<file path="src/rtl/ptp_ctrl_v2.sv">
// ---------------------------------------------------------------------------
// ptp_ctrl_v2 -- PTP session controller for one TSN switch port.
//
// Master role: answers every received Delay_Req with a Delay_Resp request.
// Slave role : waits for Sync, requests a Delay_Req, confirms it left the
//              port, then waits for the Delay_Resp. Each slave phase has a
//              timeout with a bounded number of retries.
// Sits between rx_proc/tx_proc and cyc_sync.
//
// Ports
//   clk, reset                         clock, async active-low reset
//   ptp_recv_type_valid/ptp_recv_type  received PTP type strobe (rx_proc)
//   ptp_send_type_valid/ptp_send_type  transmitted PTP type strobe (tx_proc)
//   sync_start                         session enable (level)
//   auto_mode                          slave re-arms after a good exchange
//   device_role                        bit0: 1 master, 0 slave; bit1 unused
//   clear_cnt                          synchronous statistics clear
//   send_dreq_pkt / send_dresp_pkt     1-cycle transmit requests to tx_proc
//   m_or_s                             device_role[0]
//   status_ok / error / timeout_err    session status levels
//   retry_cnt                          timeouts retried in this session
//   dreq_cnt / dresp_cnt               saturating request counters
// ---------------------------------------------------------------------------
module ptp_ctrl_v2 #(
    parameter int TYPE_W      = 4,
    parameter int T_SYNC      = 1,
    parameter int T_DREQ      = 3,
    parameter int T_DRESP     = 4,
    parameter int CNT_W       = 32,
    parameter int TO_W        = 20,
    parameter int TIMEOUT_CYC = 1000000,
    parameter int MAX_RETRY   = 3
) (
    input  logic              clk,
    input  logic              reset,
    input  logic              ptp_recv_type_valid,
    input  logic [TYPE_W-1:0] ptp_recv_type,
    input  logic              ptp_send_type_valid,
    input  logic [TYPE_W-1:0] ptp_send_type,
    input  logic              sync_start,
    input  logic              auto_mode,
    input  logic [1:0]        device_role,
    input  logic              clear_cnt,
    output logic              send_dreq_pkt,
    output logic              send_dresp_pkt,
    output logic              m_or_s,
    output logic              status_ok,
    output logic              error,
    output logic              timeout_err,
    output logic [3:0]        retry_cnt,
    output logic [CNT_W-1:0]  dreq_cnt,
    output logic [CNT_W-1:0]  dresp_cnt
);

    typedef enum logic [2:0] {
        S_IDLE,
        S_MASTER_RUN,
        S_WAIT_SYNC,
        S_WAIT_DREQ_TX,
        S_WAIT_DRESP_RX
    } state_t;

    state_t             r_state;
    state_t             w_state_nxt;
    logic [TO_W-1:0]    r_timer;
    logic [3:0]         r_retry_cnt;
    logic               r_status_ok;
    logic               r_error;
    logic               r_timeout_err;
    logic               r_dreq_pulse;
    logic               r_dresp_pulse;
    logic [CNT_W-1:0]   r_dreq_cnt;
    logic [CNT_W-1:0]   r_dresp_cnt;

    // Decoded strobes and slave-side conditions shared by both comb processes.
    logic w_recv_sync, w_recv_dreq, w_recv_dresp, w_send_dreq;
    logic w_is_slave, w_abort, w_to_fire, w_can_retry;
    logic w_unused;

    assign w_recv_sync  = ptp_recv_type_valid && (ptp_recv_type == TYPE_W'(T_SYNC));
    assign w_recv_dreq  = ptp_recv_type_valid && (ptp_recv_type == TYPE_W'(T_DREQ));
    assign w_recv_dresp = ptp_recv_type_valid && (ptp_recv_type == TYPE_W'(T_DRESP));
    assign w_send_dreq  = ptp_send_type_valid && (ptp_send_type == TYPE_W'(T_DREQ));

    assign w_is_slave  = (r_state == S_WAIT_SYNC) || (r_state == S_WAIT_DREQ_TX) ||
                         (r_state == S_WAIT_DRESP_RX);
    // Dropping the enable wins over everything else in a slave phase; the
    // timeout in turn wins over any strobe arriving in the same cycle.
    assign w_abort     = w_is_slave && !sync_start;
    assign w_to_fire   = w_is_slave && sync_start && (r_timer == TO_W'(TIMEOUT_CYC - 1));
    assign w_can_retry = r_retry_cnt < 4'(MAX_RETRY);

    assign w_unused = device_role[1];

    // State register.
    always_ff @(posedge clk or negedge reset) begin
        // NOTE: sequential state uses non-blocking assignments so every
        // register samples the pre-edge values regardless of block order.
        if (!reset) r_state <= S_IDLE;
        else        r_state <= w_state_nxt;
    end

    // Next-state logic.
    always_comb begin
        // NOTE: default first so no path leaves the signal unassigned (latch).
        w_state_nxt = r_state;
        case (r_state)
            S_IDLE: begin
                if (sync_start)
                    w_state_nxt = device_role[0] ? S_MASTER_RUN : S_WAIT_SYNC;
            end
            S_MASTER_RUN: begin
                if (!sync_start || !device_role[0]) w_state_nxt = S_IDLE;
            end
            default: begin
                if (w_abort) begin
                    w_state_nxt = S_IDLE;
                end else if (w_to_fire) begin
                    w_state_nxt = w_can_retry ? S_WAIT_SYNC : S_IDLE;
                end else begin
                    case (r_state)
                        S_WAIT_SYNC:
                            if (w_recv_sync) w_state_nxt = S_WAIT_DREQ_TX;
                        S_WAIT_DREQ_TX:
                            if (ptp_send_type_valid)
                                w_state_nxt = w_send_dreq ? S_WAIT_DRESP_RX : S_IDLE;
                        S_WAIT_DRESP_RX:
                            if (w_recv_dresp)
                                w_state_nxt = (auto_mode && sync_start) ? S_WAIT_SYNC : S_IDLE;
                            else if (w_recv_sync)
                                w_state_nxt = S_WAIT_DREQ_TX;
                            else if (ptp_recv_type_valid)
                                w_state_nxt = S_IDLE;
                        default: w_state_nxt = S_IDLE;
                    endcase
                end
            end
        endcase
    end

    // Output / status next values.
    logic       w_dreq_fire, w_dresp_fire;
    logic       w_status_ok_nxt, w_error_nxt, w_timeout_err_nxt;
    logic [3:0] w_retry_nxt;

    always_comb begin
        w_dreq_fire       = 1'b0;
        w_dresp_fire      = 1'b0;
        w_status_ok_nxt   = r_status_ok;
        w_error_nxt       = r_error;
        w_timeout_err_nxt = r_timeout_err;
        w_retry_nxt       = r_retry_cnt;
        case (r_state)
            S_IDLE: begin
                if (sync_start) begin
                    w_status_ok_nxt   = 1'b0;
                    w_error_nxt       = 1'b0;
                    w_timeout_err_nxt = 1'b0;
                    w_retry_nxt       = 4'd0;
                end
            end
            S_MASTER_RUN: begin
                if (sync_start && device_role[0] && w_recv_dreq) w_dresp_fire = 1'b1;
            end
            default: begin
                if (w_abort) begin
                    // Leave quietly; status is held.
                end else if (w_to_fire) begin
                    if (w_can_retry) begin
                        w_retry_nxt = r_retry_cnt + 4'd1;
                    end else begin
                        w_error_nxt       = 1'b1;
                        w_timeout_err_nxt = 1'b1;
                    end
                end else begin
                    case (r_state)
                        S_WAIT_SYNC: begin
                            if (w_recv_sync) begin
                                w_dreq_fire = 1'b1;
                                if (auto_mode) w_status_ok_nxt = 1'b0;
                            end
                        end
                        S_WAIT_DREQ_TX: begin
                            if (ptp_send_type_valid && !w_send_dreq) w_error_nxt = 1'b1;
                        end
                        S_WAIT_DRESP_RX: begin
                            if (w_recv_dresp) begin
                                w_status_ok_nxt = 1'b1;
                            end else if (w_recv_sync) begin
                                w_dreq_fire = 1'b1;
                                if (auto_mode) w_status_ok_nxt = 1'b0;
                            end else if (ptp_recv_type_valid) begin
                                w_error_nxt = 1'b1;
                            end
                        end
                        default: ;
                    endcase
                end
            end
        endcase
    end

    // Registered outputs and phase timer.
    always_ff @(posedge clk or negedge reset) begin
        if (!reset) begin
            r_dreq_pulse  <= 1'b0;
            r_dresp_pulse <= 1'b0;
            r_status_ok   <= 1'b0;
            r_error       <= 1'b0;
            r_timeout_err <= 1'b0;
            r_retry_cnt   <= 4'd0;
            r_timer       <= '0;
        end else begin
            r_dreq_pulse  <= w_dreq_fire;
            r_dresp_pulse <= w_dresp_fire;
            r_status_ok   <= w_status_ok_nxt;
            r_error       <= w_error_nxt;
            r_timeout_err <= w_timeout_err_nxt;
            r_retry_cnt   <= w_retry_nxt;
            // A retry re-enters WAIT_SYNC from WAIT_SYNC, so it restarts the
            // timer explicitly rather than relying on a state change.
            if (!w_is_slave || (w_state_nxt != r_state) || w_to_fire)
                r_timer <= '0;
            else
                r_timer <= r_timer + 1'b1;
        end
    end

    // Saturating statistics; clear wins over a same-cycle increment.
    always_ff @(posedge clk or negedge reset) begin
        if (!reset) begin
            r_dreq_cnt  <= '0;
            r_dresp_cnt <= '0;
        end else if (clear_cnt) begin
            r_dreq_cnt  <= '0;
            r_dresp_cnt <= '0;
        end else begin
            if (r_dreq_pulse && (r_dreq_cnt != '1))   r_dreq_cnt  <= r_dreq_cnt + 1'b1;
            if (r_dresp_pulse && (r_dresp_cnt != '1)) r_dresp_cnt <= r_dresp_cnt + 1'b1;
        end
    end

    assign send_dreq_pkt  = r_dreq_pulse;
    assign send_dresp_pkt = r_dresp_pulse;
    assign m_or_s         = device_role[0];
    assign status_ok      = r_status_ok;
    assign error          = r_error;
    assign timeout_err    = r_timeout_err;
    assign retry_cnt      = r_retry_cnt;
    assign dreq_cnt       = r_dreq_cnt;
    assign dresp_cnt      = r_dresp_cnt;

endmodule
</file>
<file path="config.mk">
export PLATFORM = sky130hd
export DESIGN_NAME = ptp_ctrl_v2
export DESIGN_NICKNAME = d
export VERILOG_FILES = /design/src/rtl/ptp_ctrl_v2.sv
export SDC_FILE = /design/constraint.sdc
export NUM_CORES = 1
export LEC_CHECK = 0
export ABC_AREA = 1
export CAP_MARGIN = 15
export CORE_ASPECT_RATIO = 1.1
export CORE_MARGIN = 5
export CORE_UTILIZATION = 30
export DETAILED_ROUTE_END_ITERATION = 7
export GPL_TIMING_DRIVEN = 0
export SLEW_MARGIN = 40
export SYNTH_ARGS = -nofsm -noshare
export SYNTH_HDL_FRONTEND = slang
export SYNTH_SLANG_ARGS = --single-unit
</file>
<file path="constraint.sdc">
create_clock -name clk -period 4 [get_ports clk]
set_clock_uncertainty 0.1 [all_clocks]
set_input_delay 0.4 -clock clk [delete_from_list [all_inputs] [get_ports clk]]
set_output_delay 0.4 -clock clk [all_outputs]
set_load 0.02 [all_outputs]
</file>
Yosys cells after proc, flatten, opt, wreduce, memory -nomap -nowiden
Cells that the tools add are included.

Register bits after elaboration: 96. Input bits: 17. Output and inout bits: 74. Word-level logic and storage cells: 124.

Add/sub/neg operators: 4. Magnitude comparators: 1. Equality and inequality tests: 21. Multiplexer cells: 53. Bitwise logic cells: 1. Reduce and logical (&&, ||, !) cells: 34.

Operator list (count): $mux W32 (4); $add A32 B1 Y32 const B (2); $ne A32 B32 Y1 const B (2); $mux W3 (10); $mux W1 (22); $add A20 B1 Y20 const B (1); $eq A20 B20 Y1 const B (1); $mux W20 (1); $mux W4 (4); $reduce_and A5 Y1 (3); $logic_and A1 B1 Y1 (13); $ne A4 B3 Y1 const B (3); $pmux W1 S2 (6); $pmux W3 S3 (1); $reduce_and A9 Y1 (1); $eq A4 B2 Y1 const B (2); $pmux W4 S2 (1); $reduce_bool A2 Y1 (4); $eq A3 B2 Y1 const B (2); $mux W2 (3); $ne A2 B1 Y1 const B (3); $pmux W3 S2 (1); $logic_or A1 B1 Y1 (5); $add A4 B1 Y4 const B (1); other kinds (15) (18).

Logic depth before layout (Yosys ltp)
Depth after elaboration: 12. Mapped depth: 15. Gate-level depth less buffers: 15.

Least setup slack after synthesis
No wires, ideal clock.

Kind: reg-to-reg. Start: reg r_dreq_cnt[1] (netlist: dreq_cnt[1]). End: reg r_dreq_cnt[20] (netlist: dreq_cnt[20]). Library setup time: 0.117 ns. Data arrival time: 1.810 ns. Data required time: 3.783 ns. Setup slack: 1.973 ns. Stages on the path, launching flop included: 14. Path buffers: 1. Clock period less this slack: 2.027 ns. Cells stage by stage: dfrtp_1 -> ha_1 -> inv_1 -> nor3_1 -> nand2_2 -> nor2_2 -> nand2_1 -> nand2_2 -> inv_2 -> nor2_8 -> inv_2 -> buf_6 -> nand2_1 -> nand2_1.

Word-level cells in the longest chain between the ends: 3. Elaborated cells on any way between the ends: 6. Classes of those cells: add/sub (1); eq/ne (1); mux (2); reduce/logical (2).

Ends and longest elaborated chain: start: declaration (line 72) `logic [CNT_W-1:0] r_dreq_cnt;`; start signal: assignment (line 238) `if (r_dreq_pulse && (r_dreq_cnt != '1)) r_dreq_cnt <= r_dreq_cnt + 1'b1;`; $add A32 B1 Y32 / $ne A32 B32 Y1 (equally long branches) (line 238); $mux W32 / $logic_and A1 B1 Y1 (equally long branches) (line 238); $mux W32 / $reduce_bool A2 Y1 (equally long branches).

Several ways; a longest one is shown, not always the timed one. The select of a mux whose other input is x is not followed. A chain may end at the register's enable or synchronous reset.

Final worst setup path
Start: reg r_dreq_cnt[1] (netlist: dreq_cnt[1]). End: reg r_dreq_cnt[10] (netlist: dreq_cnt[10]).

Same word-level chain as after synthesis.

==> out/results.ini <==
[status]
outcome=complete, no violations

[cts]
htree_num_levels=3
root_buffer=clkbuf_16
cts_tree=done
cts.clk_slew.worst_paths_ns=0.08
clk_latency_ns=0.35
cts_buffers=9
clock-sinks=96
cts_resized=0
cts_max_path_buffers=2

[grt]
grt_max_degree=60
grt_use_total_pct=14.10
grt_pass1_wl_um=25250
grt.overflow.total=0
antenna_found_initial=0
grt_pass1_vias=5009

[route]
routedWlPerCell_um=13.36
vias_per_cell=4.692
ant_nets=0
dr.pass1.iters=5
drtIter0Drc=337
wl_um=15300
drc=0
vias=5372

[run]
drv_cap=0

[hold_path]
holdPathEnd=r_timer[0]$_DFF_PN0_
min_delay_path_depth=1
hold_class=reg2reg
worstHoldStart=r_timer[0]$_DFF_PN0_

[worst_setup_path]
r2r_end=dreq_cnt[10]$_DFFE_PN0P_
critPathRequiredTime_ns=4.15
r2r_cells=12
reg2reg_from=dreq_cnt[1]$_DFFE_PN0P_
cp_max_fo=10
arrival_ns=2.45
path_class=reg2reg
ff2ff_setup_slack_ns=1.70
crit_path_end_kind=flip-flop
critPathLaunchType=flip-flop

[floorplan]
coreArea_mm2=0.01897
start_util_pct=30.23
die_w_um=141.8
io_pins=91
rows=53
die_y_um=155
die_area_mm2=0.02198

[power_and_ir_drop]
power_mw=2.179
vdd_drop_max_v=0.0002363
powerDensity_mw_per_mm2=301.0
power.leakage_nw=2.898

[yosys]
synthMuxAreaShare_pct=0
synth_edf_count=0
yosys_warnings=0
synth_compound_area_share_pct=10.32
yosysUniqueCellTypes=38
synth.cell_area_mm2=0.005734
synthXorXnorAreaFrac_pct=4.888
synth_flop_cell=dfrtp_1
synth_seq_cells=96
async_flop_share_pct=100.0
postSynthCellCount=792
synth_adder_area_share_pct=0.8728
synth_top_family_by_area=simple AND/OR/NAND/NOR gates
synth_simple_gate_area_share_pct=32.97
syn-num-nets=813
syn_avg_cell_area_um2=7.240
synth_seq_area_share_pct=41.89

[timing]
fmax_mhz=435.5
setup-violations-final=0
rsz0062_at_grt=no
finalCritPeriodShare_pct=57.40
slew_headroom_pct=49.32
min_period_ns=2.296
tightest_slew_ns=0.7411
holdWs_ns=0.3737
finalHoldViolCount=0
finalMaxSlewViolations=0

[place]
place_hpwl_um=11820
gp_congestion=0.9275
io_buffer_count=88

[cells_and_area]
antenna_cells=0
mostFrequentLayoutCells=nand2_1, inv_1, nor2_1
layout-drive-gt1-share_pct=7.572
nets=914
fillers=2063
final_common_cell=nand2_1
syn_to_final_growth_pct=26.25

-- through the flow --
step	setup WS [ns]	cells	utilization, %	instance area, um^2	TNS [ns]
after global placement	-1.409	1127	36.51	6924	-134.53
after floorplan	1.973	792	-	5734	0
final	1.704	1145	38.17	7239	0
after detailed placement	1.510	1128	36.68	6957	0
after CTS	1.698	1145	38.17	7239	0
after global routing	1.397	1145	38.17	7239	0
-- power breakdown --
part / internal (mW) / switching (mW)
registers: 0.995 / 0.0230
clock network: 0.426 / 0.394
logic: 0.122 / 0.220
total: 1.54 / 0.636
-- worst max-delay path, cell delays in order, from the launching register on --
cell	delay, ns
dfrtp_1	0.40
ha_1	0.21
inv_1	0.06
nor3_1	0.40
nand2_2	0.16
nor2_2	0.14
nand2_1	0.08
nand2_2	0.08
inv_2	0.06
nor2_8	0.15
buf_4	0.21
nand2_1	0.07
o31ai_1	0.07
-- worst max-delay path by stage --
stage	start	endpoint	slack, ns	cells after the start
2_1_floorplan	dreq_cnt[1]$_DFFE_PN0P_	dreq_cnt[20]$_DFFE_PN0P_	1.97	13
3_3_place_gp	reset	dresp_cnt[6]$_DFFE_PN0P_	-1.41	1
3_5_place_dp	sync_start	r_timer[7]$_DFF_PN0_	1.51	15
4_1_cts	dreq_cnt[1]$_DFFE_PN0P_	dreq_cnt[10]$_DFFE_PN0P_	1.70	12
5_1_grt	dresp_cnt[3]$_DFFE_PN0P_	dresp_cnt[22]$_DFFE_PN0P_	1.40	11
6_report	dreq_cnt[1]$_DFFE_PN0P_	dreq_cnt[10]$_DFFE_PN0P_	1.70	12
-- cell usage after synthesis (all sizes together), types with 6 or more instances --
cell | instances | area (um^2)
nand2 | 198 | 753.2
nor2 | 123 | 540.5
inv | 111 | 416.7
dfrtp | 96 | 2402
o21ai | 49 | 264.0
nor3 | 46 | 230.2
nand3 | 35 | 175.2
xor2 | 25 | 219.0
a21oi | 24 | 120.1
nand4 | 17 | 106.4
o31ai | 14 | 105.1
buf | 11 | 80.07
xnor2 | 7 | 61.31
clkbuf | 6 | 22.52
nor4 | 6 | 43.79
-- registers in the layout (all words and copies together), names as in the netlist --
signal	cells
dreq_cnt	32
dresp_cnt	32
error	1
r_state	3
r_timer	20
retry_cnt	4
send_dreq_pkt	1
send_dresp_pkt	1
status_ok	1
timeout_err	1
-- cell type report --
type	count	area (um^2)	area share, %
Multi-Input combinational cell	568	2813	38.85
Sequential cell	96	2402	33.18
Clock inverter	6	43.79	0.6049
Tap cell	247	309.0	4.269
Clock buffer	10	229.0	3.163
Buffer	17	102.6	1.417
Inverter	111	416.7	5.755
Timing Repair Buffer	90	923.4	12.75
-- layer usage --
layer / wire length (um) / global-route usage, % / vias up
li1: - / - / 2754
met5: 0 / 0 / -
met3: 593 / 2.521 / 18
met4: 233 / 3.793 / 0
met2: 7209 / 22.80 / 107
met1: 7262 / 19.49 / 2493
-- timing repair --
action | CTS | global route
hold buffers | 1 | 0
hold endpoints to repair | 37 | 0
setup endpoints to repair | 0 | 0
buffers inserted | 0 | 0
-- kinds of logic (layout without fill, tap and decap cells) --
family,count (synthesis),in the layout
AO/OA/AOI/OAI,101,101
XOR/XNOR,32,32
buffers and inverters,128,234
adder cells (fa/ha/maj),4,4
AND/OR/NAND/NOR,431,431
flip-flops,96,96
Note: power is estimated with default switching activity, not from simulation.
